$ cat src/rtl/audio_sample_packetizer.sv
// Packs 2-channel PCM frames into HDMI Audio Sample Packets (layout 0), adding the
// IEC 60958 V/U/C/P bits and the 192-frame block-start flags.
module audio_sample_packetizer #(
  parameter int BIT_WIDTH          = 16,
  parameter int SAMPLES_PER_PACKET = 4
) (
  input  logic                 clk_pixel,
  input  logic                 reset_n,
  input  logic [BIT_WIDTH-1:0] audio_sample [2],
  input  logic                 sample_valid,
  output logic                 sample_ready,
  input  logic                 flush,
  input  logic [191:0]         channel_status,
  output logic [23:0]          header,
  output logic [55:0]          sub [4],
  output logic                 packet_valid,
  input  logic                 packet_ready
);

  typedef enum logic {COLLECT, ISSUE} state_t;

  localparam logic [2:0] SPP = 3'(SAMPLES_PER_PACKET);

  state_t         state_reg, state_next;
  logic [2:0]     count_reg, count_next;
  logic [7:0]     frame_index_reg;
  logic [191:0]   cs_reg;
  logic           accept, consume, block_start, c_bit;
  logic [23:0]    field [2];
  logic [1:0]     parity;
  logic [55:0]    new_sub;
  logic [3:0]     present_vec, b_vec;

  assign packet_valid = (state_reg == ISSUE);
  assign sample_ready = reset_n && !packet_valid;
  assign accept       = sample_valid && sample_ready;
  assign consume      = packet_valid && packet_ready;
  assign count_next   = count_reg + {2'b00, accept};

  // Frame 0 of a block uses the live status word; later frames use the copy taken then
  assign block_start = (frame_index_reg == 8'd0);
  assign c_bit       = block_start ? channel_status[0] : cs_reg[frame_index_reg];

  generate
    for (genvar gi = 0; gi < 2; gi++) begin : g_chan
      assign field[gi]  = 24'(audio_sample[gi]) << (24 - BIT_WIDTH);
      assign parity[gi] = (^field[gi]) ^ c_bit;
    end
  endgenerate

  assign new_sub = {parity[1], c_bit, 2'b00, parity[0], c_bit, 2'b00, field[1], field[0]};

  always_ff @(posedge clk_pixel or negedge reset_n) begin
    if (!reset_n) begin
      state_reg <= COLLECT;
    end else begin
      state_reg <= state_next;
    end
  end

  always_comb begin
    state_next = state_reg;
    case (state_reg)
      COLLECT: begin
        if ((accept && count_next == SPP) || (flush && count_next != 3'd0)) begin
          state_next = ISSUE;
        end
      end
      ISSUE: begin
        if (packet_ready) begin
          state_next = COLLECT;
        end
      end
      default: state_next = COLLECT;
    endcase
  end

  always_ff @(posedge clk_pixel or negedge reset_n) begin
    if (!reset_n) begin
      count_reg       <= 3'd0;
      frame_index_reg <= 8'd0;
      cs_reg          <= '0;
    end else begin
      if (consume) begin
        count_reg <= 3'd0;
      end else if (accept) begin
        count_reg <= count_next;
      end
      if (accept) begin
        frame_index_reg <= (frame_index_reg == 8'd191) ? 8'd0 : frame_index_reg + 8'd1;
        if (block_start) begin
          cs_reg <= channel_status;
        end
      end
    end
  end

  // One register set per subpacket slot; slot k is written by the frame accepted at count k
  generate
    for (genvar gi = 0; gi < 4; gi++) begin : g_slot
      logic [55:0] data_reg;
      logic        present_reg;
      logic        b_reg;

      always_ff @(posedge clk_pixel or negedge reset_n) begin
        if (!reset_n) begin
          data_reg    <= '0;
          present_reg <= 1'b0;
          b_reg       <= 1'b0;
        end else if (consume) begin
          data_reg    <= '0;
          present_reg <= 1'b0;
          b_reg       <= 1'b0;
        end else if (accept && count_reg == 3'(gi)) begin
          data_reg    <= new_sub;
          present_reg <= 1'b1;
          b_reg       <= block_start;
        end
      end

      assign sub[gi]         = data_reg;
      assign present_vec[gi] = present_reg;
      assign b_vec[gi]       = b_reg;
    end
  endgenerate

  assign header = {b_vec, 4'b0000, 4'b0000, present_vec, 8'h02};

endmodule

$ cat config.mk
export PLATFORM = sky130hd
export DESIGN_NAME = audio_sample_packetizer
export DESIGN_NICKNAME = d
export VERILOG_FILES = /design/src/rtl/audio_sample_packetizer.sv
export SDC_FILE = /design/constraint.sdc
export NUM_CORES = 1
export LEC_CHECK = 0
export CORE_ASPECT_RATIO = 0.5
export CORE_MARGIN = 10
export CORE_UTILIZATION = 31
export CTS_BUF_LIST = sky130_fd_sc_hd__clkbuf_16
export CTS_CLUSTER_DIAMETER = 50
export CTS_CLUSTER_SIZE = 12
export DETAILED_ROUTE_END_ITERATION = 10
export HOLD_SLACK_MARGIN = 0.02
export PLACE_DENSITY = 0.67
export SYNTH_ARGS = -nofsm -noshare
export SYNTH_HDL_FRONTEND = slang
export SYNTH_SLANG_ARGS = --single-unit
$ cat constraint.sdc
create_clock -name clk_pixel -period 2.7 [get_ports clk_pixel]
set_input_delay 0.675 -clock clk_pixel [delete_from_list [all_inputs] [get_ports clk_pixel]]
set_output_delay 0.675 -clock clk_pixel [all_outputs]
set_load 0.005 [all_outputs]
**Yosys cells after proc, flatten, opt, wreduce, memory -nomap -nowiden**

Index checks and enable logic that the tools add are counted.

- Output and inout bits: 250
- Bits in registers: 436
- Logic and storage cells: 82
- Bits of input ports: 229

- Equality and inequality tests: 5
- Reduce and logical (&&, ||, !) cells: 22
- Bitwise gates (word level): 3
- $add $sub $neg: 2
- Muxes and demuxes: 33
- Magnitude comparators: 1

Operators with widths:

| operator | count |
|---|---|
| 56-bit two-way mux | 8 |
| 24-bit parity | 2 |
| 1-bit two-way mux | 20 |
| 2-bit nonzero test | 5 |
| 1-bit logical AND | 9 |
| 8-bit by 9-bit < comparator with 1-bit output, second input constant | 1 |
| 8-bit by 1-bit adder with 8-bit output, second input constant | 1 |
| 1-bit binary-select mux with 8-bit select | 1 |
| 8-bit equality test, second input constant | 1 |
| 8-bit zero test | 1 |
| 8-bit two-way mux | 1 |
| 3-bit by 2-bit equality test with 1-bit output, second input constant | 2 |
| 3-bit two-way mux | 2 |
| 3-bit by 1-bit adder with 3-bit output | 1 |
| 3-bit by 1-bit equality test with 1-bit output, second input constant | 1 |
| 3-bit equality test, second input constant | 1 |
| 3-bit zero test | 1 |
| 3-bit nonzero test | 1 |
| 1-bit one-hot mux with 2 select lines | 1 |
| 2-bit AND reduction | 1 |
| 1-bit bitwise XOR | 2 |
| 1-bit zero test | 1 |
| 1-bit logical OR | 1 |
| 1-bit NOT | 1 |

**Longest topological paths before layout**

- Word-level depth: 9
- Depth in mapped cells: 12
- Depth with buffers taken out: 10

**Worst setup path after synthesis**

No wires, ideal clock.

- Path kind: reg2reg
- Start point: reg frame_index_reg[1]
- End point: reg cs_reg[104]
- Clock period less this slack: 2,832 ps
- Required time: 2,575 ps
- Setup time: 125 ps
- Arrival: 2,707 ps
- Cell stages (with the launch flop): 12
- Setup slack: -132 ps
- Buffers on the path: 6
- Cell sequence: dfrtp_1 buf_4 buf_4 buf_1 inv_1 ha_1 and4_1 clkbuf_1 nand2_1 clkbuf_1 clkbuf_1 mux2_2

- Longest elaborated chain between the ends: 2

Ends and longest elaborated chain:

| element | line | text |
|---|---|---|
| start: declaration | 26 | `logic [7:0] frame_index_reg;` |
| start signal: assignment | 90 | `frame_index_reg <= (frame_index_reg == 8'd191) ? 8'd0 : frame_index_reg + 8'd1;` |
| 8-bit zero test | 41 | `assign block_start = (frame_index_reg == 8'd0);` |
| 2-bit AND reduction (no line) | n/a |  |
| end signal: assignment | 92 | `cs_reg <= channel_status;` |
| end: declaration | 27 | `logic [191:0] cs_reg;` |

No other way between the ends.
A chain may end at the register's enable or synchronous reset.

**Final worst setup path**

- Start point: reg frame_index_reg[0]
- End point: reg g_slot[0].data_reg[55]

- Longest elaborated chain between the ends: 6
- Elaborated cells on any way between the ends: 7

Ends and longest elaborated chain:

| element | line | text |
|---|---|---|
| 1-bit binary-select mux with 8-bit select | 42 | `assign c_bit = block_start ? channel_status[0] : cs_reg[frame_index_reg];` |
| 1-bit two-way mux (implied by the code) | 42 |  |
| 1-bit two-way mux (*) | 42 |  |
| 1-bit bitwise XOR (*) | 47 | `assign parity[gi] = (^field[gi]) ^ c_bit;` |
| 56-bit two-way mux (*) | 114 | `end else if (accept && count_reg == 3'(gi)) begin` |
| 56-bit two-way mux (*) | 110 | `end else if (consume) begin` |
| end signal: assignment | 115 | `data_reg <= new_sub;` |
| end: declaration | 101 | `logic [55:0] data_reg;` |

Mark *: on every way between the ends. The rest lies on a longest branch, timed or not. The select of a mux whose other input is x is not followed.

==> flow_metrics.env <==
export IMPL_synth_distinct_cells=49
export IMPL_syn2layout_area_growth_pct=36.7
export IMPL_power_density_cell_area_nw_per_um2=791
export IMPL_fin_crit_sh=1.07
export IMPL_top_level_ports=479
export IMPL_dieArea_um2=62900
export IMPL_yosys_area_share_simple=0.0924
export IMPL_drt_initial_drc_count=937
export IMPL_hold_ws_ps=273
export IMPL_synth_area_mux_share=0.200
export IMPL_drv_slew=0
export IMPL_critPathLaunchType="register"
export IMPL_synth_top_cell_by_area="dfrtp_1"
export IMPL_cts_max_level=2
export IMPL_max_cap_violations=0
export IMPL_worstPathRequired_ps=3100
export IMPL_synth_compound_area_frac=0.0695
export IMPL_io_buffers=382
export IMPL_synthAdderAreaFrac=0.00306
export IMPL_worst_pin_slew_ps=1080
export IMPL_routedWlPerCell_um=20.5
export IMPL_setup_viol=12
export IMPL_arrival_ps=3290
export IMPL_p_leak_nw=10.1
export IMPL_drt_total_wl_mm=52.0
export IMPL_crit_fanout=7
export IMPL_antenna_found_initial=5
export IMPL_place_gp_congestion=0.811
export IMPL_insertion_delay_ps=520
export IMPL_synth_area_leaders="dfrtp_1, mux2_2, nand2_1"
export IMPL_die_h_um=182
export IMPL_n_fill_cell=4835
export IMPL_cts_tree="built"
export IMPL_clockBufferDepth=3
export IMPL_hp_class="input pin to asynchronous set/reset pin"
export IMPL_finalSetupTns_ps=-1800
export IMPL_grt_use_total=0.158
export IMPL_yosys_warnings=0
export IMPL_grt_pass1_vias=12500
export IMPL_synth_avg_cell_area_um2=11.6
export IMPL_placedCellCount=2477
export IMPL_synthXorXnorAreaFrac=0.0193
export IMPL_ant_nets=0
export IMPL_hpwl_mm=39.0
export IMPL_cts_made_buffers=36
export IMPL_vias=11800
export IMPL_drive_gt1_frac=0.222
export IMPL_synth_edf_count=0
export IMPL_synth_most_common_cell="dfrtp_1"
export IMPL_synth_top_family_by_area="multiplexers"
export IMPL_cts_hold_buffers=0
export IMPL_dr_pass1_iters=4
export IMPL_ys_seq_area_frac=0.539
export IMPL_syn_cell_area_um2=16300
export IMPL_synth_top_cell_area_share=0.539
export IMPL_skew_ps=12.5
export IMPL_rsz0062_at_grt="yes"
export IMPL_die_w_um=345
export IMPL_largest_reg_flops=192
export IMPL_period_needed_ps=2890
export IMPL_yosys_most_used_dff="dfrtp_1"
export IMPL_timing_fmax_mhz=345
export IMPL_multiInputGateArea_um2=6770
export IMPL_grt_max_degree=184
export IMPL_clk_pin_slew_ps=70
export IMPL_synth_cells=1410
export IMPL_fin_util=0.429
export IMPL_synth_seq_cells=352
export IMPL_ir_worst_vdd_mv=0.410
export IMPL_finalNetCount=2056
export IMPL_regArea_um2=8810
export IMPL_relSlewSlack=0.280
export IMPL_grt_pass1_wl_mm=77.8
export IMPL_async_flop_share=1.00
export IMPL_drc=0
export IMPL_hold_violations=0
export IMPL_rows=59
export IMPL_clock_sinks=352
export IMPL_root_buffer="clkbuf_16"
export IMPL_gr_total_overflow=0
export IMPL_status="complete, but fails checks"
export IMPL_end_kind="register"
export IMPL_violations="setup timing"
export IMPL_core_area_um2=52000
export IMPL_initial_core_util=0.314
export IMPL_synth_common_cells="dfrtp_1, nand2_1, mux2_2"
export IMPL_path_class="register to register"
export IMPL_layout_setup_ws_ps=-194
export IMPL_vias_per_cell=4.64
export IMPL_final_cells=2535
critical path, cell delays in order, from the launching register on:
cell     delay (ps)
dfrtp_2         410
buf_12          140
mux4_2          530
a22o_1          240
a211o_1         230
a32o_2          340
or3_4           420
a21oi_4         160
nor2_1           80
a32o_1          220
stage by stage:
step	setup WS (ps)	cell area, um2	power [mW]
final	-194	22300	17.7
after global routing	-286	22300	18.6
after CTS	-210	22200	17.7
after detailed placement	-460	21100	12.9
after global placement	-396	21100	12.8
after floorplan	48.3	16700	10.2
timing repair:
item,in CTS,in global routing
pin swaps,19,5
gates resized for setup,15,13
endpoints found under the setup margin,12,12
gates cloned,0,1
buffers inserted,4,4
power breakdown:
part           internal, mW  switching [mW]  total [mW]
combinational          3.27            2.69        5.96
clock                  2.53            2.00        4.53
sequential             6.47           0.709        7.18
total                  12.3            5.40        17.7
cell usage in the layout, fill, tap and decap left out, types with 3 or more instances in the layout:
cell	count
o221ai_1	4
clkbuf_16	38
a211o_1	4
a311oi_1	3
or3_1	3
xor2_1	3
a22oi_2	3
clkdlybuf4s50_1	381
and2_1	3
a22o_1	4
nor3_1	4
a22oi_1	5
inv_1	8
o21ai_0	3
nand3_1	12
ha_1	4
mux4_2	30
a21oi_1	134
a221oi_1	5
dfrtp_1	350
buf_4	74
nand2_1	287
nor2b_1	3
buf_6	4
nor2_1	32
mux2i_1	13
xnor2_1	33
a211oi_2	5
clkinv_2	3
mux4_1	7
nor2_4	4
conb_1	96
a32o_1	7
diode_2	4
buf_12	20
mux2_2	202
layer usage:
metal  vias up  track usage  share of wire
li1       5466            -              -
met1      5973        0.170           0.36
met2       238        0.317           0.58
met3        85       0.0181          0.033
met4         2       0.0498          0.032
met5         -            0        0.00025
kinds of logic after synthesis:
| logic type | Yosys count |
|---|---|
| adder cells (fa/ha/maj) | 4 |
| flip-flops | 352 |
| AND/OR/NAND/NOR | 369 |
| XOR/XNOR | 36 |
| buffers and inverters | 206 |
| AO/OA/AOI/OAI | 189 |
| multiplexers | 252 |
| other | 2 |
cell type report:
class                           count  area share
Sequential cell                   352       0.395
Multi-Input combinational cell    946       0.303
Timing Repair Buffer              481       0.217
Clock buffer                       37      0.0414
Tap cell                          701      0.0393
Clock inverter                      8     0.00286
Inverter                            6     0.00101
Antenna cell                        4    0.000448
worst paths after layout:
kind                               startpoint                      to  slack, ps  cells after the start
hold reg to reg                   cs_reg[132]             cs_reg[132]        500                      1
setup reg to reg           frame_index_reg[0]  g_slot[0].data_reg[55]       -190                      9
setup / recovery           frame_index_reg[0]  g_slot[0].data_reg[55]       -190                      9
max in group asynchronous             reset_n  g_slot[3].data_reg[18]       1580                      2
min in group clk_pixel            cs_reg[132]             cs_reg[132]        500                      1
hold / removal                        reset_n             cs_reg[179]        270                      2
(Power assumes the default switching activity.)
